File: config.mk
export PLATFORM = sky130hd
export DESIGN_NAME = fight_controller
export DESIGN_NICKNAME = d
export VERILOG_FILES = /design/src/rtl/fight_controller.sv
export SDC_FILE = /design/constraint.sdc
export NUM_CORES = 1
export LEC_CHECK = 0
export ABC_CLOCK_PERIOD_IN_PS = 2500
export CAP_MARGIN = 20
export CORE_MARGIN = 2
export CORE_UTILIZATION = 35
export CTS_BUF_LIST = sky130_fd_sc_hd__clkbuf_4 sky130_fd_sc_hd__clkbuf_8
export DETAILED_ROUTE_END_ITERATION = 10
export SYNTH_ARGS = -nofsm -noshare
export SYNTH_HDL_FRONTEND = slang
export SYNTH_SLANG_ARGS = --single-unit
export TNS_END_PERCENT = 5
File: constraint.sdc
create_clock -name clk -period 2.5 [get_ports clk]
set_clock_uncertainty 0.1 [all_clocks]
set_input_delay 0.5 -clock clk [delete_from_list [all_inputs] [get_ports clk]]
set_output_delay 0.5 -clock clk [all_outputs]
set_load 0.05 [all_outputs]
File: src/rtl/fight_controller.sv
// fight_controller: battle turn sequencer driving the fight screen renderer
//   clk, rst_n            clock, async active-low reset
//   tick                  per-frame pulse pacing animations and HP drain
//   key_up/down/left/right/enter/back  debounced 1-cycle key pulses
//   fight_state[5:0]      1=MENU 2=CHOOSE 3=ANIM_P1 4=ANIM_P2 5=HPRED_P1 6=HPRED_P2 7=OVER
//   option_state[3:0]     cursor 1..4 on a 2x2 grid (1 2 / 3 4)
//   p1_cur_hp, p2_cur_hp  current HP of each player
//   winner[1:0]           0=none 1=P1 2=P2
//   Optional macro FIGHT_CTRL_RANDOM_AI_EN: P2 picks its damage from an 8-bit LFSR.
module fight_controller #(
    parameter logic [7:0] MAX_HP     = 8'd200,
    parameter logic [7:0] DMG_1      = 8'd20,
    parameter logic [7:0] DMG_2      = 8'd35,
    parameter logic [7:0] DMG_3      = 8'd50,
    parameter logic [7:0] DMG_4      = 8'd80,
    parameter logic [7:0] ANIM_TICKS = 8'd30
) (
    input  logic       clk,
    input  logic       rst_n,
    input  logic       tick,
    input  logic       key_up,
    input  logic       key_down,
    input  logic       key_left,
    input  logic       key_right,
    input  logic       key_enter,
    input  logic       key_back,
    output logic [5:0] fight_state,
    output logic [3:0] option_state,
    output logic [7:0] p1_cur_hp,
    output logic [7:0] p2_cur_hp,
    output logic [1:0] winner
);
    localparam logic [5:0] MENU     = 6'd1;
    localparam logic [5:0] CHOOSE   = 6'd2;
    localparam logic [5:0] ANIM_P1  = 6'd3;
    localparam logic [5:0] ANIM_P2  = 6'd4;
    localparam logic [5:0] HPRED_P1 = 6'd5;
    localparam logic [5:0] HPRED_P2 = 6'd6;
    localparam logic [5:0] OVER     = 6'd7;

    logic [7:0] anim_cnt, pending, hp_x;
    logic [1:0] cur, nxt_cur, p2_sel;

    function automatic logic [7:0] dmg(input logic [1:0] s);
        return s == 2'd0 ? DMG_1 : s == 2'd1 ? DMG_2 : s == 2'd2 ? DMG_3 : DMG_4;
    endfunction

`ifdef FIGHT_CTRL_RANDOM_AI_EN
    logic [7:0] lfsr;
    // Galois form of x^8+x^6+x^5+x^4+1, shifting right
    always_ff @(posedge clk or negedge rst_n)
        if (!rst_n) lfsr <= 8'hA5;
        else lfsr <= {1'b0, lfsr[7:1]} ^ (lfsr[0] ? 8'hB8 : 8'h00);
    assign p2_sel = lfsr[1:0];
`else
    assign p2_sel = 2'd0;
`endif

    // cur is the zero-based grid index: bit1 = row, bit0 = column
    always_comb begin
        cur     = option_state[1:0] - 2'd1;
        nxt_cur = (key_up | key_down) ? cur ^ 2'b10 : (key_left | key_right) ? cur ^ 2'b01 : cur;
        hp_x    = fight_state == HPRED_P1 ? p1_cur_hp : p2_cur_hp;
    end

    always_ff @(posedge clk or negedge rst_n) begin
        if (!rst_n) begin
            fight_state  <= MENU;
            option_state <= 4'd1;
            p1_cur_hp    <= MAX_HP;
            p2_cur_hp    <= MAX_HP;
            winner       <= 2'd0;
            anim_cnt     <= 8'd0;
            pending      <= 8'd0;
        end else begin
            case (fight_state)
                MENU, CHOOSE: begin
                    // enter and back outrank the cursor keys even when they do nothing
                    if (key_enter) begin
                        if (fight_state == MENU && option_state == 4'd1) begin
                            fight_state <= CHOOSE;
                        end else if (fight_state == CHOOSE) begin
                            pending      <= dmg(cur);
                            anim_cnt     <= 8'd0;
                            fight_state  <= ANIM_P1;
                            option_state <= 4'd1;
                        end
                    end else if (key_back) begin
                        if (fight_state == CHOOSE) begin
                            fight_state  <= MENU;
                            option_state <= 4'd1;
                        end
                    end else begin
                        option_state <= {2'b00, nxt_cur} + 4'd1;
                    end
                end
                ANIM_P1, ANIM_P2: begin
                    if (tick) begin
                        if (anim_cnt == ANIM_TICKS - 8'd1) begin
                            anim_cnt    <= 8'd0;
                            fight_state <= fight_state == ANIM_P1 ? HPRED_P2 : HPRED_P1;
                        end else begin
                            anim_cnt <= anim_cnt + 8'd1;
                        end
                    end
                end
                HPRED_P1, HPRED_P2: begin
                    // exit conditions are evaluated every clock, draining only on tick
                    if (hp_x == 8'd0) begin
                        fight_state <= OVER;
                        winner      <= fight_state == HPRED_P2 ? 2'd1 : 2'd2;
                        pending     <= 8'd0;
                    end else if (pending == 8'd0) begin
                        fight_state <= fight_state == HPRED_P2 ? ANIM_P2 : MENU;
                        if (fight_state == HPRED_P2) pending <= dmg(p2_sel);
                    end else if (tick) begin
                        pending <= pending - 8'd1;
                        if (fight_state == HPRED_P1) p1_cur_hp <= p1_cur_hp - 8'd1;
                        else p2_cur_hp <= p2_cur_hp - 8'd1;
                    end
                end
                default: ;
            endcase
        end
    end
endmodule

# --- Word level (Yosys, flattened, before mapping) ---
# Cells that the tools add are included.
word_totals:
  reg_bits: 44
  elab_cells: 96
op_classes:
  n_addsub: 6
  n_eq_ne: 22
  mux: 37
  bitwise: 7
  reduce_logical: 17
ops:
  columns: ["cell", "n"]
  rows:
  - ["8-bit two-way mux", 13]
  - ["6-bit two-way mux", 9]
  - ["8-bit case mux with 2 select lines", 2]
  - ["8-bit by 1-bit subtractor with 8-bit output (second input constant)", 3]
  - ["7-bit two-way mux", 3]
  - ["6-bit by 3-bit equality test with 1-bit output (second input constant)", 3]
  - ["6-bit case mux with 3 select lines", 1]
  - ["8-bit logical NOT", 2]
  - ["4-bit two-way mux", 4]
  - ["5-bit AND reduction", 3]
  - ["6-bit by 2-bit equality test with 1-bit output (second input constant)", 2]
  - ["2-bit inequality test (second input constant)", 6]
  - ["3-bit inequality test (second input constant)", 4]
  - ["8-bit by 1-bit adder with 8-bit output (second input constant)", 1]
  - ["8-bit by 5-bit equality test with 1-bit output (second input constant)", 1]
  - ["4-bit inequality test (second input constant)", 2]
  - ["7-bit AND reduction", 1]
  - ["6-bit by 1-bit equality test with 1-bit output (second input constant)", 1]
  - ["2-bit two-way mux", 3]
  - ["6-bit AND reduction", 1]
  - ["2-bit OR reduction", 3]
  - ["1-bit inverter", 5]
  - ["4-bit by 1-bit equality test with 1-bit output (second input constant)", 1]
  - ["2-bit AND reduction", 2]
  - ["other kinds (11)", 13]

# --- Logic depth before layout (Yosys ltp) ---
depth:
  word_depth: 9
  depth_mapped: 8
  depth_no_buf: 7

# --- Worst setup path after synthesis ---
# No wires, ideal clock.
synth_path:
  kind: "register to register"
  start: "register p2_cur_hp[1]"
  end: "register pending[1]"
  arrival_ns: 2.506
  t_required_ns: 2.273
  path_slack_ns: -0.234
  path_stages_with_launch: 8
  n_path_buf: 2
  synth_period_minus_slack_ns: 2.734
  path_cell_list: "dfrtp_1 -> or4_4 -> or4_1 -> buf_2 -> o2111ai_2 -> and2_1 -> buf_6 -> mux2_1"
synth_via:
  elab_chain_cells: 4
  word_cells_on_any_way: 7
  classes_between: "eq/ne (2); mux (3); reduce/logical (2)"
synth_rtl:
  columns: ["element", "line", "text"]
  rows:
  - ["start: declaration", "30", "output logic [7:0] p2_cur_hp,"]
  - ["start signal: assignment", "119", "else p2_cur_hp <= p2_cur_hp - 8'd1;"]
  - ["8-bit two-way mux *", "63", "hp_x = fight_state == HPRED_P1 ? p1_cur_hp : p2_cur_hp;"]
  - ["8-bit logical NOT *", "109", "if (hp_x == 8'd0) begin"]
  - ["4-bit inequality test (no source line) / 8-bit two-way mux (equally long branches)", null, null]
  - ["6-bit AND reduction (no source line) / 8-bit case mux with 2 select lines (equally long branches)", null, null]
  - ["end signal: assignment", "83", "pending <= dmg(cur);"]
  - ["end signal: assignment", "115", "if (fight_state == HPRED_P2) pending <= dmg(p2_sel);"]
  - ["end signal: assignment", "117", "pending <= pending - 8'd1;"]
  - ["end: declaration", "41", "logic [7:0] anim_cnt, pending, hp_x;"]
# Mark *: on every way between the ends. The rest lies on a longest branch, timed or not.
# A chain may end at the register's enable or synchronous reset.

# --- Final worst setup path ---
layout_path:
  start: "register p2_cur_hp[4]"
  end: "register pending[1]"
# The elaborated chain is that of the path after synthesis.

==> flow_metrics.tcl <==
set metrics [dict create \
    fin_crit_sh 0.9564 \
    finalNonFillerCells 413 \
    gp_congestion 0.8856 \
    cts_tree "built" \
    seq_area_frac_synth 0.4087 \
    worstMarginPinSlew_ns 0.5158 \
    grt_pass1_vias 2154 \
    initial_core_util 0.3552 \
    grt_overflow 0 \
    first_iter_violations 94 \
    ant_nets 0 \
    async_flop_share 1.000 \
    io_buffers 33 \
    fin_nets 334 \
    numCtsBuffers 5 \
    multi_input_area_um2 1425 \
    final-setup-viol-count 0 \
    syn_inst 261 \
    root_buffer "clkbuf_8" \
    dieArea_um2 7940 \
    end_kind "register" \
    required_ns 2.58 \
    routedWlPerCell_um 13.66 \
    cp_max_fo 8 \
    dp_cells 405 \
    grt_usage 0.1587 \
    syn2layout_area_growth_pct 27.54 \
    n_antenna_cell 0 \
    power_leakage_nw 1.360 \
    cts_setup_buffers 0 \
    maxCapViolCount 0 \
    clock-sinks 41 \
    yosysWarnings 0 \
    drv_slew 0 \
    drt_pass1_iterations 4 \
    vias 2148 \
    drive_above_1_share 0.2006 \
    htreeDepth 2 \
    clock_path_buffers 2 \
    rsz0062_at_grt "no" \
    antenna_found_initial 0 \
    crit_path_start_kind "register" \
    peakVddDrop_v 0.0003711 \
    synth_ff_type "dfrtp_1" \
    num_rows 31 \
    final_common_cell "clkdlybuf4s50_1" \
    wl_met2_um 2641 \
    powerDensity_nw_per_um2 1400 \
    ys_types 64 \
    hpwl_um 4288 \
    boundaryPins 37 \
    drc 0 \
    worstSetupPathType "register to register" \
    wl_met3_um 217 \
    fin_ws_ns 0.1089 \
    finalSetupTns_ns 0 \
    die-width_um 89.11 \
    avgSynthCellArea_um2 9.712 \
    synth-seq-cells 41 \
    status "complete, no violations" \
    regArea_um2 1042 \
    hold_path_class "primary input to asynchronous set/reset pin" \
    place_ws_ns -0.1240 \
    maxUsedRoutingLayer "met4" \
    synth_edf_count 0 \
    timing.final.crit_period_ns 2.391 \
    core_area_um2 7137 \
    avgViaCountPerCell 5.201 \
    grt_first_pass_wirelength_um 10070 \
    fillers 711 \
    finalHoldViolations 0 \
    clk_latency_ns 0.30 \
    syn-cell-area_um2 2535 \
    clkTransAtPathRegs_ns 0.09 \
    mostFrequentLayoutCells "clkdlybuf4s50_1 (32), dfrtp_1 (28), buf_4 (22), nor2_1 (17), nand2_1 (17)" \
    grt_max_degree 42 \
    die_h_um 89.11 \
    worstPathArrival_ns 2.47 \
    wirelength_um 5643 \
    relSlewSlack 0.6550 \
    wl_met1_um 2711 \
    fmax_mhz 418.2 \
]
## synthesized netlist by cell type, types with 2 or more instances
cell type | count | area, um^2
dfrtp_1 | 33 | 825.8
nor2_1 | 18 | 67.56
nand2_1 | 17 | 63.81
o21ai_0 | 13 | 65.06
ha_1 | 12 | 150.1
inv_1 | 12 | 45.04
a21oi_1 | 9 | 45.04
nor3_1 | 9 | 45.04
xnor2_1 | 9 | 78.83
xor2_1 | 9 | 78.83
dfstp_2 | 8 | 210.2
nand3_1 | 7 | 35.03
nor4_1 | 6 | 37.54
a31oi_1 | 5 | 31.28
clkbuf_1 | 5 | 18.77
nand2b_1 | 5 | 31.28
a22o_1 | 4 | 35.03
buf_2 | 4 | 20.02
nand4_1 | 4 | 25.02
and2_1 | 3 | 18.77
and3b_1 | 3 | 26.28
and4_1 | 3 | 26.28
buf_4 | 3 | 22.52
mux2_1 | 3 | 33.78
nor3b_1 | 3 | 22.52
o21ai_1 | 3 | 15.01
o41ai_1 | 3 | 26.28
a22oi_1 | 2 | 15.01
and3_1 | 2 | 12.51
nand3b_1 | 2 | 15.01
nand4b_1 | 2 | 17.52
nor4_2 | 2 | 25.02
nor4b_1 | 2 | 17.52
o211ai_1 | 2 | 15.01
o22ai_1 | 2 | 12.51
o31ai_1 | 2 | 15.01
or3_1 | 2 | 12.51
or4_1 | 2 | 15.01
## registers in the layout, indices dropped and copies added, names as in the netlist
register      count
winner            2
option_state      4
anim_cnt          8
fight_state       3
p2_cur_hp         8
pending           8
p1_cur_hp         8
## worst paths after layout
path	from	endpoint	slack [ns]	depth (start not counted)
min in group clk	anim_cnt[7]	anim_cnt[7]	0.39	1
worst max-delay path	p2_cur_hp[4]	pending[1]	0.11	5
worst min-delay path	rst_n	p1_cur_hp[4]	0.05	2
worst max register to register	p2_cur_hp[4]	pending[1]	0.11	5
max in group asynchronous	rst_n	option_state[0]	1.97	2
worst min register to register	anim_cnt[7]	anim_cnt[7]	0.39	1
## cell families (layout without fill, tap and decap cells)
| logic type | after synthesis | in the layout | share of synthesized area |
|---|---|---|---|
| simple gates | 101 | 101 | 0.2404 |
| other cells | 1 | 3 | 0.001479 |
| fa+ha+maj | 12 | 12 | 0.05923 |
| xor+xnor | 18 | 18 | 0.06219 |
| compound gates | 59 | 59 | 0.1644 |
| flops | 41 | 41 | 0.4087 |
| mux | 4 | 4 | 0.01727 |
| buf+inv | 25 | 76 | 0.04640 |
## what timing repair did
item                                    CTS  global route
resized for setup                         0             2
endpoints found under the setup margin    0             3
hold buffers                              0             0
## per-stage QoR
step	util	instance area, um^2	hold WS (ns)	total power [W]
5_1_grt	0.4530	3233	0.07514	0.004897
3_3_place_gp	0.4399	3139	0.3772	0.004075
4_1_cts	0.4520	3226	0.06178	0.004552
2_1_floorplan	-	2584	0.1044	0.003246
3_5_place_dp	0.4399	3139	0.3780	0.004101
6_report	0.4530	3233	0.05295	0.004526
## worst max-delay path, cell delays in order, from the launching register on
cell	delay, ns
dfrtp_2	0.44
or3_1	0.46
or4_4	0.57
o2111ai_4	0.14
and2_4	0.25
mux2_4	0.31
## where the power goes
| group | switching, W | internal [W] |
|---|---|---|
| registers | 0.000234 | 0.000955 |
| logic | 0.00170 | 0.00119 |
| clock network | 0.000249 | 0.000193 |
| total | 0.00218 | 0.00234 |
## per-layer routing
metal,vias up,track usage
met4,0,0.04749
li1,1065,-
met1,1037,0.2083
met2,40,0.2646
met5,-,0
met3,6,0.03232
## final cells by class
cell class	instances	area share
multi-input combinational	197	0.4408
sequential	41	0.3224
timing repair buffer	56	0.1579
tap	99	0.03831
clock buffer	5	0.02128
inverter	12	0.01393
clock inverter	3	0.005418
(Power assumes the default switching activity.)
